## src/rtl/clk_phase_gen_pkg.sv

```systemverilog
// ============================================================================
// clk_phase_gen_pkg : shared types, phase function and default channel map
// Rev 1.0
// ============================================================================
`default_nettype none

package clk_phase_gen_pkg;

  typedef enum logic {
    CNT_GATED = 1'b0,
    CNT_FREE  = 1'b1
  } cnt_sel_e;

  function automatic int unsigned phase_w(input int unsigned div);
    return $clog2(div);
  endfunction

  // Standard map: ch0 processor, ch1 regfile, ch2 imem, ch3 dmem
  localparam int unsigned                        STD_DIV      = 4;
  localparam int unsigned                        STD_NCH      = 4;
  localparam int unsigned                        STD_PW       = phase_w(STD_DIV);
  localparam logic [STD_NCH*STD_PW-1:0]          STD_CH_PHASE = {2'd3, 2'd1, 2'd2, 2'd0};
  localparam logic [STD_NCH-1:0]                 STD_CH_FREE  = 4'b1100;

  // High for the second half of the period seen from the channel's offset
  function automatic logic phase_hi(input int unsigned c, input int unsigned off,
                                    input int unsigned div);
    return ((c + div - off) % div) >= (div / 2);
  endfunction

endpackage

`default_nettype wire

```

## src/rtl/clk_phase_ch.sv

```systemverilog
// ============================================================================
// clk_phase_ch : one registered divided-clock channel with rising-edge tick
// Rev 1.0
// ============================================================================
`default_nettype none

module clk_phase_ch
  import clk_phase_gen_pkg::*;
#(
  parameter int DIV = 4,
  parameter int PW  = $clog2(DIV)
) (
  input  logic          clk,
  input  logic          rst,
  input  cnt_sel_e      i_sel,
  input  logic [PW-1:0] i_off,
  input  logic [PW-1:0] i_gcnt_nxt,
  input  logic [PW-1:0] i_fcnt_nxt,
  output logic          o_clk,
  output logic          o_tick
);

  logic [PW-1:0] w_cnt_nxt;
  logic          w_clk_nxt;
  logic          r_clk;
  logic          r_tick;

  assign w_cnt_nxt = (i_sel == CNT_FREE) ? i_fcnt_nxt : i_gcnt_nxt;
  assign w_clk_nxt = phase_hi(32'(w_cnt_nxt), 32'(i_off), $unsigned(DIV));

  always_ff @(posedge clk or posedge rst) begin
    if (rst) begin
      r_clk  <= 1'b0;
      r_tick <= 1'b0;
    end else begin
      r_clk  <= w_clk_nxt;
      r_tick <= w_clk_nxt & ~r_clk;
    end
  end

  assign o_clk  = r_clk;
  assign o_tick = r_tick;

endmodule

`default_nettype wire

```

## src/rtl/clk_phase_gen.sv

```systemverilog
// ============================================================================
// clk_phase_gen : gated/free phase counters, stall hold, processor cycle count
// Rev 1.0
// ============================================================================
`default_nettype none

module clk_phase_gen
  import clk_phase_gen_pkg::*;
#(
  parameter int                  DIV      = 4,
  parameter int                  NCH      = 4,
  parameter int                  PW       = $clog2(DIV),
  parameter logic [NCH*PW-1:0]   CH_PHASE = '0,
  parameter logic [NCH-1:0]      CH_FREE  = '0,
  parameter int                  CNT_W    = 32
) (
  input  logic             clk,
  input  logic             rst,
  input  logic             i_stall,
  output logic [NCH-1:0]   o_ch_clk,
  output logic [NCH-1:0]   o_ch_tick,
  output logic [PW-1:0]    o_proc_phase,
  output logic             o_stalled,
  output logic [CNT_W-1:0] o_cycle_count
);

  localparam logic [PW-1:0] c_last    = PW'(DIV - 1);
  localparam logic [PW-1:0] c_half_m1 = PW'(DIV / 2 - 1);
  localparam logic [PW-1:0] c_half    = PW'(DIV / 2);

  logic [PW-1:0]    r_gcnt;
  logic [PW-1:0]    r_fcnt;
  logic             r_stalled;
  logic [CNT_W-1:0] r_cycle_count;

  logic             w_gcnt_hold;
  logic [PW-1:0]    w_gcnt_inc;
  logic [PW-1:0]    w_gcnt_nxt;
  logic [PW-1:0]    w_fcnt_nxt;
  logic             w_proc_rise;

  // Stall only bites at gcnt == 0, so a running high phase always completes
  assign w_gcnt_hold = (r_gcnt == '0) && i_stall;
  assign w_gcnt_inc  = (r_gcnt == c_last) ? '0 : r_gcnt + PW'(1);
  assign w_gcnt_nxt  = w_gcnt_hold ? r_gcnt : w_gcnt_inc;
  assign w_fcnt_nxt  = (r_fcnt == c_last) ? '0 : r_fcnt + PW'(1);
  assign w_proc_rise = (r_gcnt == c_half_m1) && (w_gcnt_nxt == c_half);

  always_ff @(posedge clk or posedge rst) begin
    if (rst) begin
      r_gcnt        <= '0;
      r_fcnt        <= '0;
      r_stalled     <= 1'b0;
      r_cycle_count <= '0;
    end else begin
      r_gcnt    <= w_gcnt_nxt;
      r_fcnt    <= w_fcnt_nxt;
      r_stalled <= (w_gcnt_nxt == '0) && (r_gcnt == '0) && i_stall;
      if (w_proc_rise) begin
        r_cycle_count <= r_cycle_count + CNT_W'(1);
      end
    end
  end

  generate
    for (genvar i = 0; i < NCH; i++) begin : g_ch
      clk_phase_ch #(
        .DIV (DIV),
        .PW  (PW)
      ) u_ch (
        .clk        (clk),
        .rst        (rst),
        .i_sel      (CH_FREE[i] ? CNT_FREE : CNT_GATED),
        .i_off      (CH_PHASE[i*PW +: PW]),
        .i_gcnt_nxt (w_gcnt_nxt),
        .i_fcnt_nxt (w_fcnt_nxt),
        .o_clk      (o_ch_clk[i]),
        .o_tick     (o_ch_tick[i])
      );
    end
  endgenerate

  assign o_proc_phase  = r_gcnt;
  assign o_stalled     = r_stalled;
  assign o_cycle_count = r_cycle_count;

endmodule

`default_nettype wire

```

## config.mk

```make
export PLATFORM = sky130hd
export DESIGN_NAME = clk_phase_gen
export DESIGN_NICKNAME = d
export VERILOG_FILES = /design/src/rtl/clk_phase_gen_pkg.sv /design/src/rtl/clk_phase_ch.sv /design/src/rtl/clk_phase_gen.sv
export SDC_FILE = /design/constraint.sdc
export NUM_CORES = 1
export LEC_CHECK = 0
export CELL_PAD_IN_SITES_DETAIL_PLACEMENT = 0
export CELL_PAD_IN_SITES_GLOBAL_PLACEMENT = 2
export CORE_MARGIN = 2
export CORE_UTILIZATION = 33
export CTS_CLUSTER_SIZE = 40
export DETAILED_ROUTE_END_ITERATION = 7
export MAX_ROUTING_LAYER = met4
export PLACE_DENSITY_LB_ADDON = 0.1
export SYNTH_ARGS = -nofsm -noshare
export SYNTH_HDL_FRONTEND = slang
export SYNTH_HIERARCHICAL = 1
export SYNTH_SLANG_ARGS = --single-unit
```

## constraint.sdc

```tcl
create_clock -name clk -period 2.5 [get_ports clk]
set_clock_uncertainty 0.2 [all_clocks]
set_input_delay 0.5 -clock clk [delete_from_list [all_inputs] [get_ports clk]]
set_output_delay 0.5 -clock clk [all_outputs]
set_load 0.01 [all_outputs]
```

# Word level (Yosys, flattened, before mapping)
# Cells that the tools add are included.
# W data, S select, Z words.
# totals
ff_bits,37
out_inout_bits,43
input_bits,3
word_cells,22
# classes
n_eq_ne,3
n_reduce_logical,6
bitwise,2
mux,2
n_addsub,3
n_lt_le_gt_ge,1
# op_table
cell,count
$add A32 B1 Y32 const B,1
$add A2 B1 Y2 const B,2
$eq A2 B2 Y1 const B,2
$logic_and A1 B1 Y1,4
$logic_not A2 Y1,2
$mux W2,2
$eq A2 B1 Y1 const B,1
$ge A2 B2 Y1 const B,1
$and A1 B1 Y1,1
$not A1 Y1,1

# Depth between registers and ports, before layout
# depth
depth_word,6
depth_mapped,8
ltp_nobuf,8

# Modules after synthesis
# The synthesis kept the hierarchy.
# modules_own_cells
mod,n_inst,cells_per_inst,seq_area_each_um2,area_per_inst_um2
clk_phase_gen,1,143,925.9,1672.9
clk_phase_ch,4,11,50.0,120.1

# Least setup slack after synthesis
# No wires, ideal clock.
# synth_path
kind,register -> register
startpoint,reg r_gcnt[1] (netlist: o_proc_phase[1])
endpoint,reg r_cycle_count[27] (netlist: o_cycle_count[27])
n_path_buf,2
synth_period_minus_slack_ns,1.904
setup_time_ns,0.125
arrival_time_ns,1.579
required_ns,2.175
setup_slack_ns,0.596
path_stages_with_launch,9
path_cell_list,dfrtp_1 -> inv_1 -> ha_1 -> buf_4 -> nand3_1 -> nor4_2 -> buf_4 -> nand4_1 -> xnor2_1
# synth_between
elab_chain_cells,5
elab_cells_between_ends,9
classes_between,1 x add/sub; 3 x eq/ne; 2 x mux; 3 x reduce/logical
# synth_lines
element,line_no,source
start: declaration,clk_phase_gen.sv:31,logic [PW-1:0] r_gcnt;
start signal: assignment,clk_phase_gen.sv:56,r_gcnt <= w_gcnt_nxt;
"$add A2 B1 Y2, or another cell as far along",clk_phase_gen.sv:44,assign w_gcnt_inc = (r_gcnt == c_last) ? '0 : r_gcnt + PW'(1);
$mux W2 / $logic_and A1 B1 Y1 (equally long branches),"clk_phase_gen.sv:44, clk_phase_gen.sv:43",
$mux W2,clk_phase_gen.sv:45,assign w_gcnt_nxt = w_gcnt_hold ? r_gcnt : w_gcnt_inc;
$eq A2 B2 Y1,clk_phase_gen.sv:47,assign w_proc_rise = (r_gcnt == c_half_m1) && (w_gcnt_nxt == c_half);
$logic_and A1 B1 Y1 (*),clk_phase_gen.sv:47,
via w_proc_rise,clk_phase_gen.sv:40,logic w_proc_rise;
end signal: assignment,clk_phase_gen.sv:60,r_cycle_count <= r_cycle_count + CNT_W'(1);
end: declaration,clk_phase_gen.sv:34,logic [CNT_W-1:0] r_cycle_count;
# The timed path passes the listed nets; every way through them passes the cells marked *.
# A chain may end at the register's enable or synchronous reset.

# Final worst setup path
# layout_path
startpoint,reg r_gcnt[1] (netlist: o_proc_phase[1])
endpoint,reg r_cycle_count[24] (netlist: o_cycle_count[24])
# The elaborated chain is that of the path after synthesis.

==> tab_implementation.tex <==
\begin{tabular}{lr}
\hline
Metric & Value \\
\hline
\multicolumn{2}{l}{\textbf{STA}} \\
\quad Unrepaired setup endpoints after global routing & no \\
\quad Number of setup violations in the final report & 0 \\
\quad Max Fclk & 0.4790 GHz \\
\quad Worst-case hold slack & 282.2 ps \\
\quad Relative slew slack & 61.19\% \\
\quad Final min period & 2088 ps \\
\quad Worst-Margin Slew & 577.7 ps \\
\quad Fin. max-slew vios & 0 \\
\quad Aggregate negative setup slack & 0 ps \\
\quad Fin crit share & 83.50\% \\
\quad Final-report hold violation count & 0 \\
\multicolumn{2}{l}{\textbf{Clocking}} \\
\quad Clock insertion delay at the later pin of the skew report & 300 ps \\
\quad Post-cts sizing count & 0 \\
\quad Clock buffers created by TritonCTS & 5 \\
\quad H-Tree Level Count & 2 \\
\quad Clock-pin slew of the registers on the worst-case setup and hold paths & 90 ps \\
\quad Clk sink count & 45 \\
\quad CTS tree & yes \\
\quad Number of buffers added for setup after CTS & 0 \\
\quad Number of buffers added to fix hold violations after cts & 0 \\
\quad Number of buffers on the longest clock path & 2 \\
\quad Root cell of the clock tree & clkbuf\_8 \\
\multicolumn{2}{l}{\textbf{Placement}} \\
\quad Sum of net half-perimeters after detailed placement & 2.925 mm \\
\quad Number of buffers added on ports & 45 \\
\quad Routability cong. & 0.6886 \\
\multicolumn{2}{l}{\textbf{Finish}} \\
\quad Final Net Count & 270 \\
\quad Number of fill cells in the layout & 640 \\
\quad Reg area & 0.001126 sq mm \\
\quad Relative area change from synthesis to final layout & 35.62\% \\
\quad Share of final-layout standard cells stronger than drive strength 1 & 6.464\% \\
\quad Multi-input gate area in the final layout & 0.001072 sq mm \\
\quad Diode insertion count for antenna repair & 0 \\
\multicolumn{2}{l}{\textbf{GRT}} \\
\quad Grt ovf & 0 \\
\quad Pin count of the biggest net entering global routing & 38 \\
\quad Global-route usage over all layers & 12.74\% \\
\quad Antenna violations before repair & 0 \\
\quad Via count of the first global-routing pass & 1507 \\
\quad Wire length of the first global-routing pass & 7.148 mm \\
\multicolumn{2}{l}{\textbf{Floorplan}} \\
\quad Number of rows created at floorplan & 29 \\
\quad Die Area & 0.007188 sq mm \\
\quad Die Y & 84.78 um \\
\quad Initial cell density of the core & 34.11\% \\
\quad I/O pin count & 46 \\
\quad Area of the core & 0.006314 sq mm \\
\quad Horiz. Die Dim & 84.78 um \\
\multicolumn{2}{l}{\textbf{Route}} \\
\quad Residual DRC & 0 \\
\quad First-pass iteration count of the detailed router & 3 \\
\quad Detailed router's first-iteration violation count & 62 \\
\quad Antenna viol nets, final & 0 \\
\quad Wire per inst & 11.76 um \\
\quad Number of vias in the routed layout & 1516 \\
\quad Wire length after detailed routing & 3.997 mm \\
\quad Post-detailed-route via-to-cell ratio & 4.459 \\
\multicolumn{2}{l}{\textbf{Critical path}} \\
\quad Startpoint kind of the worst setup timing path & flip-flop \\
\quad Crit Path Class & flip-flop to flip-flop \\
\quad CP Capture Type & flip-flop \\
\quad Required @ worst endpoint & 2490 ps \\
\quad Biggest fanout along the worst timing path & 10 \\
\quad Data arrival time of the critical path & 2080 ps \\
\multicolumn{2}{l}{\textbf{Logic synthesis}} \\
\quad Synthesized-area fraction occupied by xor and xnor cells & 15.46\% \\
\quad Number of warning messages in the yosys log & 6 \\
\quad Post-synth ARST share & 100.0\% \\
\quad Synthesized-area fraction occupied by ao, oa, aoi and oai cells & 1.859\% \\
\quad Post-Syn Area per Cell & 11.52 sq um \\
\quad Post-synth EDFFs & 0 \\
\quad Post-synthesis share of cell area spent on full adders, half adders and majority gates & 2.905\% \\
\quad Post-synthesis cell type count & 26 \\
\quad Register bit total from synthesis & 45 \\
\quad Flip-flop cell with the highest count after synthesis & dfrtp\_1 \\
\quad Post-Syn Instances & 187 \\
\quad Largest family of logic cells by synthesized area & simple AND/OR/NAND/NOR gates \\
\quad Total standard cell area after synthesis & 0.002153 sq mm \\
\quad Simple-gate share of the synthesized area & 19.29\% \\
\quad Multiplexer area fraction after synthesis & 6.101\% \\
\quad Share of the yosys chip area belonging to registers & 52.30\% \\
\multicolumn{2}{l}{\textbf{Power and ir drop}} \\
\quad Worst vdd rail ir drop & 0.4953 mV \\
\quad Power per standard cell area & 824.1 mW/mm\^{}2 \\
\quad P\_leak & 0.001330 uW \\
\multicolumn{2}{l}{\textbf{Run status}} \\
\quad Run status & completed \\
\multicolumn{2}{l}{\textbf{Min path}} \\
\quad Hold WC Path Type & flip-flop to flip-flop \\
\multicolumn{2}{l}{\textbf{Job}} \\
\quad Number of max-cap violations & 0 \\
\hline
\end{tabular}
routing by layer:
metal | part of all wire (%) | wire length [um] | GRT usage, % | up-vias
li1 | - | - | - | 765
met1 | 49 | 1975 | 16.64 | 723
met2 | 47 | 1873 | 19.69 | 24
met4 | 0.90 | 36 | 4.762 | 0
met5 | 0 | 0 | - | -
met3 | 2.8 | 112 | 2.458 | 4
synthesized netlist by cell type (3+ instances only):
master	n	area, sq um
a21o_1	4	30.03
inv_1	7	26.28
nand2_1	21	78.83
nor2_1	6	22.52
ha_1	5	62.56
mux2i_1	12	120.1
nor3_1	3	15.01
nand3_1	13	65.06
xnor2_1	34	297.8
nand4_1	9	56.30
dfrtp_1	45	1126
nand3b_1	4	30.03
and3_1	5	31.28
xor2_1	4	35.03
cell usage in the layout, fill, tap and decap left out, types with 2 or more instances in the layout:
cell type	instances
bufinv_16	2
clkdlybuf4s50_1	45
o21ai_0	2
nand4_1	9
nor4_4	2
and3_1	5
nand3b_1	4
mux2i_1	12
nand3_1	13
nor3_1	3
buf_4	2
xnor2_1	34
a21o_1	4
ha_1	5
dfrtp_1	45
clkbuf_8	5
conb_1	24
nand2_1	21
nor2_1	6
xor2_1	4
inv_1	7
power breakdown:
part	switching, uW	leakage (uW)	total (uW)	internal (uW)
Sequential	121	0.000598	976	855
Combinational	357	0.000664	786	430
Clock	247	0.0000681	645	397
Total	725	0.00133	2410	1680
final cells by class:
type	count	share of cell area, %
well taps	77	3.299
multi-input cells	156	36.72
clock buffers	5	2.356
clock inverters	3	2.228
flip-flops and latches	45	38.56
inverters	7	0.8997
repair buffers	47	15.94
critical path, cell delays in order, from the launching register on:
cell and delay, ps:
dfrtp_1 400, inv_1 90, ha_1 310, nand2_1 180, nor4_4 470, nand4_1 190, xnor2_1 160
path summary, 6_finish.rpt:
check / start / endpoint / slack (ps) / depth (start not counted)
max: o_proc_phase[1] / o_cycle_count[24] / 410 / 6
min: o_cycle_count[31] / o_cycle_count[31] / 280 / 1
max reg2reg: o_proc_phase[1] / o_cycle_count[24] / 410 / 6
min reg2reg: o_cycle_count[31] / o_cycle_count[31] / 280 / 1
max in group asynchronous: rst / o_cycle_count[2] / 1190 / 3
min in group asynchronous: rst / g_ch[0].u_ch/o_tick / 320 / 2
sequential cells by signal (all words and copies together), names as in the netlist:
signal            cells
o_cycle_count        32
g_ch.u_ch/o_clk       4
g_ch.u_ch/o_tick      4
o_proc_phase          2
r_fcnt                2
o_stalled             1
stage by stage:
| step | total power, uW | worst slack (ps) | util (%) | instance area, sq um | std cells |
|---|---|---|---|---|---|
| floorplan | 1449 | 595.6 | - | 2240 | 210 |
| global placement | 1797 | 466.8 | 44.13 | 2786 | 332 |
| detailed placement | 1793 | 402.0 | 44.13 | 2786 | 332 |
| CTS | 2456 | 376.0 | 46.25 | 2920 | 340 |
| global route | 2572 | 142.3 | 46.25 | 2920 | 340 |
| finish | 2407 | 412.4 | 46.25 | 2920 | 340 |
logic make-up (layout without fill, tap and decap cells):
kind of cell             after synthesis  count (layout)
buffers and inverters                  9              62
other                                  1              24
flip-flops                            45              45
multiplexers                          13              13
AND/OR/NAND/NOR                       70              70
AO/OA/AOI/OAI                          6               6
XOR/XNOR                              38              38
adder cells (fa/ha/maj)                5               5
Power figures use the tool's default switching activity.
